==> src/rtl/breadboard_inverse_scan.sv <==
// Sequential inverse of the Breadboard 4-in/10-out function: finds the first code that reproduces resp and counts matches.
// Latency: start accepted at edge 0, done pulses after edge LAST_CODE+1 (or after edge k+1 with BREADBOARD_EARLY_EXIT_EN, k = first match).
// Backpressure: none; start is ignored while busy, results hold until the next accepted start.
module breadboard_inverse_scan #(
  parameter int LAST_CODE = 15
) (
  input  logic       clk,
  input  logic       rst_n,
  input  logic       start,
  input  logic [9:0] resp,
  output logic       busy,
  output logic       done,
  output logic       found,
  output logic [3:0] wxyz,
  output logic [4:0] match_cnt
);

  localparam logic [3:0] LAST = 4'(LAST_CODE);

  typedef enum logic [1:0] {
    IDLE = 2'd0,
    SCAN = 2'd1,
    DONE = 2'd2
  } state_t;

  state_t     state_q;
  state_t     state_d;
  logic [3:0] cnt_q;
  logic [9:0] resp_q;
  logic       found_q;
  logic [3:0] wxyz_q;
  logic [4:0] match_cnt_q;
  logic [9:0] cand_resp;
  logic       hit;
  logic       w, x, y, z;

  // Evaluate the ten Breadboard functions on the current candidate code
  always_comb begin
    w = cnt_q[3];
    x = cnt_q[2];
    y = cnt_q[1];
    z = cnt_q[0];
    cand_resp    = '0;
    cand_resp[0] = (w & x) | (w & z) | (x & y) | (y & z);
    cand_resp[1] = (w & x) | (x & z) | (y & z);
    cand_resp[2] = (w & y & z) | (w & x & z) | (x & y & z) | (w & x & y);
    cand_resp[3] = (w & z) | (x & y);
    cand_resp[4] = y & z;
    cand_resp[5] = (~w & ~x) | (~y & ~z);
    cand_resp[6] = (~w & ~x & y) | (~w & ~y & z) | (x & ~y & z) | (w & ~x & ~y & ~z);
    cand_resp[7] = (~w & ~x & y & z) | (~w & x & ~y & z) | (~w & x & y & ~z)
                 | (w & x & ~y & ~z) | (w & ~x & ~y & z) | (w & ~x & y & ~z);
    cand_resp[8] = y & z;
    cand_resp[9] = (~w & ~x & ~y & z) | (~w & ~x & y & ~z) | (~w & x & ~y & ~z)
                 | (~w & x & y & z)   | (w & x & ~y & z)   | (w & x & y & ~z)
                 | (w & ~x & ~y & ~z) | (w & ~x & y & z);
    hit = (cand_resp == resp_q);
  end

  // Next-state selection: scan ends at the last code, or at the first hit when early exit is built in
  always_comb begin
    state_d = state_q;
    case (state_q)
      IDLE: if (start) state_d = SCAN;
      SCAN: begin
`ifdef BREADBOARD_EARLY_EXIT_EN
        if ((hit && !found_q) || (cnt_q == LAST)) state_d = DONE;
`else
        if (cnt_q == LAST) state_d = DONE;
`endif
      end
      DONE: state_d = IDLE;
      default: state_d = IDLE;
    endcase
  end

  // State register
  always_ff @(posedge clk or negedge rst_n) begin
    if (!rst_n) state_q <= IDLE;
    else        state_q <= state_d;
  end

  // Capture on start, then step the candidate and accumulate match results during the scan
  always_ff @(posedge clk or negedge rst_n) begin
    if (!rst_n) begin
      cnt_q       <= '0;
      resp_q      <= '0;
      found_q     <= 1'b0;
      wxyz_q      <= '0;
      match_cnt_q <= '0;
    end else begin
      case (state_q)
        IDLE: begin
          if (start) begin
            resp_q      <= resp;
            cnt_q       <= '0;
            found_q     <= 1'b0;
            wxyz_q      <= '0;
            match_cnt_q <= '0;
          end
        end
        SCAN: begin
          if (hit) match_cnt_q <= match_cnt_q + 5'd1;
          if (hit && !found_q) begin
            found_q <= 1'b1;
            wxyz_q  <= cnt_q;
          end
          // Hold at the last code so the counter never wraps
          if (cnt_q != LAST) cnt_q <= cnt_q + 4'd1;
        end
        default: ;
      endcase
    end
  end

  assign busy      = (state_q != IDLE);
  assign done      = (state_q == DONE);
  assign found     = found_q;
  assign wxyz      = wxyz_q;
  assign match_cnt = match_cnt_q;

endmodule

==> config.mk <==
export PLATFORM = sky130hd
export DESIGN_NAME = breadboard_inverse_scan
export DESIGN_NICKNAME = d
export VERILOG_FILES = /design/src/rtl/breadboard_inverse_scan.sv
export SDC_FILE = /design/constraint.sdc
export NUM_CORES = 1
export LEC_CHECK = 0
export ABC_AREA = 0
export CORE_MARGIN = 1
export CORE_UTILIZATION = 48
export DETAILED_ROUTE_END_ITERATION = 8
export GPL_ROUTABILITY_DRIVEN = 0
export HOLD_SLACK_MARGIN = 0.15
export PLACE_DENSITY = 0.81
export SLEW_MARGIN = 20
export SYNTH_ARGS = -nofsm -noshare
export SYNTH_HDL_FRONTEND = slang
export SYNTH_SLANG_ARGS = --single-unit
==> constraint.sdc <==
create_clock -name clk -period 2.95 [get_ports clk]
set_clock_uncertainty 0.2 [all_clocks]
set_input_delay 0.59 -clock clk [delete_from_list [all_inputs] [get_ports clk]]
set_output_delay 0.59 -clock clk [all_outputs]
set_load 0.02 [all_outputs]
==> results.toml <==
[layout]
finalNonFillerCells = 235
drive_above_1_share_pct = 9.948
fillers = 283
nets = 208
area_delta_synth_final_pct = 20.61
mostFrequentLayoutCells = "nand2_1 (40), dfrtp_1 (24), clkdlybuf4s50_1 (24), mux2i_1 (9), nor2_1 (7)"
design_area_um2 = 1874
n_antenna_cell = 0
final_common_cell = "nand2_1"

[clock_network]
htreeDepth = 1
cts_tree = "yes"
clockBufferDepth = 2
clkLatencyLatePin_ps = 340
clock_sinks = 26
clkTransAtPathRegs_ps = 150
numCtsBuffers = 3
cts_root_buffer = "clkbuf_4"

[timing]
slew_headroom_pct = 57.04
fmax_ghz = 0.3643
setup_viol = 0
drv_slew = 0
hold_viol = 0
tns_ps = 0
tightest_slew_ps = 644.3
min_period_over_period_pct = 93.05
rsz0062_at_grt = "false"
min_period_ps = 2745

[power_and_ir_drop]
power.leakage_nw = 0.8015
p_per_area_nw_per_um2 = 974.4
finalPower_mw = 1.826
peakVddDrop_v = 0.0004623

[floorplan]
start_util_pct = 50.90
io_pins = 25
die_w_um = 58.90
rows = 20
die_h_um = 58.90
core_um2 = 3053
die-area_um2 = 3469

[synthesis]
yosysWarnings = 0
synth_area_leaders = "dfrtp_1 (42%), nand2_1 (9.7%), mux2i_1 (5.8%)"
syn_inst = 169
ys_ff_latch = 26
yosysTopAreaCellShare_pct = 41.87
syn_area_um2 = 1554
syn_avg_cell_area_um2 = 9.195
ys_types = 42
synth_edf_count = 0
synthArstFlopShare_pct = 100.0
yosysTopAreaCell = "dfrtp_1"
synth_seq_area_share_pct = 41.87
syn_nets = 185
dominantRegCellSynth = "dfrtp_1"

[drt]
routedWlPerCell_um = 14.33
vias_per_cell = 5.430
antenna_left = 0
routed_wl_mm = 3.367
vias = 1276
dr.pass1.iters = 4
drc = 0
drtIter0Drc = 14

[worst_setup_path]
worstSetupStartpointType = "register"
r2r-end = "match_cnt[4]"
crit_end = "match_cnt[4]"
path_max_fanout = 17
cp-startpoint = "cnt_q[2]"
worstSetupPathType = "reg -> reg"
r2r_slack_ps = 200
reg2reg_from = "cnt_q[2]"
end_kind = "register"
arrival_ps = 2810
r2r_cells = 6
required_ps = 3010

[flow_run]
cap_violations = 0

[placement]
io_buffer_count = 24
place_inst = 231
dpl_cell_area_um2 = 1819
hpwl_mm = 2.371

[hold_path]
whs_path_depth = 2
min_from = "resp_q[5]"
hold_class = "reg -> reg"

[global_routing]
top_usage_layer = "met2"
use_met2_pct = 39.29
grt-ovfl-total = 0
use_met1_pct = 26.31
grt_pass1_wl_mm = 5.671
met3_usage_pct = 2.857
grt_max_degree = 27
grt_pass1_vias = 1271
antenna_found_initial = 0
grt_usage_pct = 21.92

[outcome]
status = "finished, final reports clean"
## cell families after synthesis
kind of cell,Yosys count,share of synthesized area (%)
xor+xnor,11,7.085
fa+ha+maj,3,2.416
buf+inv,15,4.830
mux,10,6.522
simple gates,81,25.60
compound gates,23,11.67
flops,26,41.87
## layer usage
metal	up-vias	wire [um]
li1	616	-
met4	0	99
met1	634	1477
met5	-	0
met3	10	65
met2	16	1725
## synthesized netlist by cell type (all sizes together), types with 2 or more instances
| cell type | instances |
|---|---|
| ha | 3 |
| or2 | 2 |
| dfrtp | 26 |
| nor2b | 3 |
| xnor2 | 6 |
| clkbuf | 3 |
| nand3 | 6 |
| a32o | 2 |
| nand2 | 40 |
| buf | 6 |
| mux2i | 9 |
| a21oi | 6 |
| xor2 | 4 |
| nor2 | 8 |
| inv | 6 |
| nand2b | 6 |
| o31ai | 4 |
| and3 | 2 |
| nand3b | 2 |
| o211ai | 2 |
| nor3 | 4 |
| or4 | 4 |
| o21ai | 4 |
## repair_timing
action / 4_1_cts / 5_1_grt
endpoints found under the setup margin: 0 / 4
hold buffers: 0 / 0
gates resized for setup: 0 / 2
setup buffers: 0 / 0
## cell type report
type / instances / area (um^2) / area share, %
multi-input combinational: 128 / 828.3 / 44.19
clock inverter: 1 / 30.03 / 1.602
clock buffer: 3 / 22.52 / 1.202
sequential: 26 / 653.1 / 34.85
inverter: 6 / 22.52 / 1.202
timing repair buffer: 27 / 262.8 / 14.02
tap: 44 / 55.05 / 2.937
## worst max-delay path: stages, from the launching register on
cell	delay (ps)
dfrtp_1	780
o21ai_4	130
xnor2_1	160
or4_1	400
a32o_2	340
or4_1	480
a21oi_1	160
## power by group
part           total (mW)  switching [mW]  internal (mW)  leakage, nW
Sequential          0.699           0.219          0.480        0.335
Combinational       0.879           0.451          0.428        0.439
Clock               0.249           0.111          0.138       0.0279
## sequential cells by signal (all words and copies together), names as in the netlist
name and count:
cnt_q 4, match_cnt 5, wxyz 4, found 1
state_q 2, resp_q 10
## per-stage QoR
step / utilization, % / hold WS [ps] / setup slack (ps)
6_report: 61.39 / 319.1 / 204.9
2_1_floorplan: - / 94.41 / 521.4
3_5_place_dp: 59.59 / 291.6 / 177.2
3_3_place_gp: 59.59 / 282.9 / 306.4
4_1_cts: 61.31 / 326.0 / 146.0
5_1_grt: 61.39 / 347.9 / 24.55
## how the worst min path moves through the flow
stage                     end  slack [ps]
finish              resp_q[5]         320
global route        resp_q[7]         350
CTS                 resp_q[5]         330
detailed placement  resp_q[5]         290
global placement    resp_q[8]         280
floorplan            cnt_q[0]          90
Note: power is estimated with default switching activity, not from simulation.
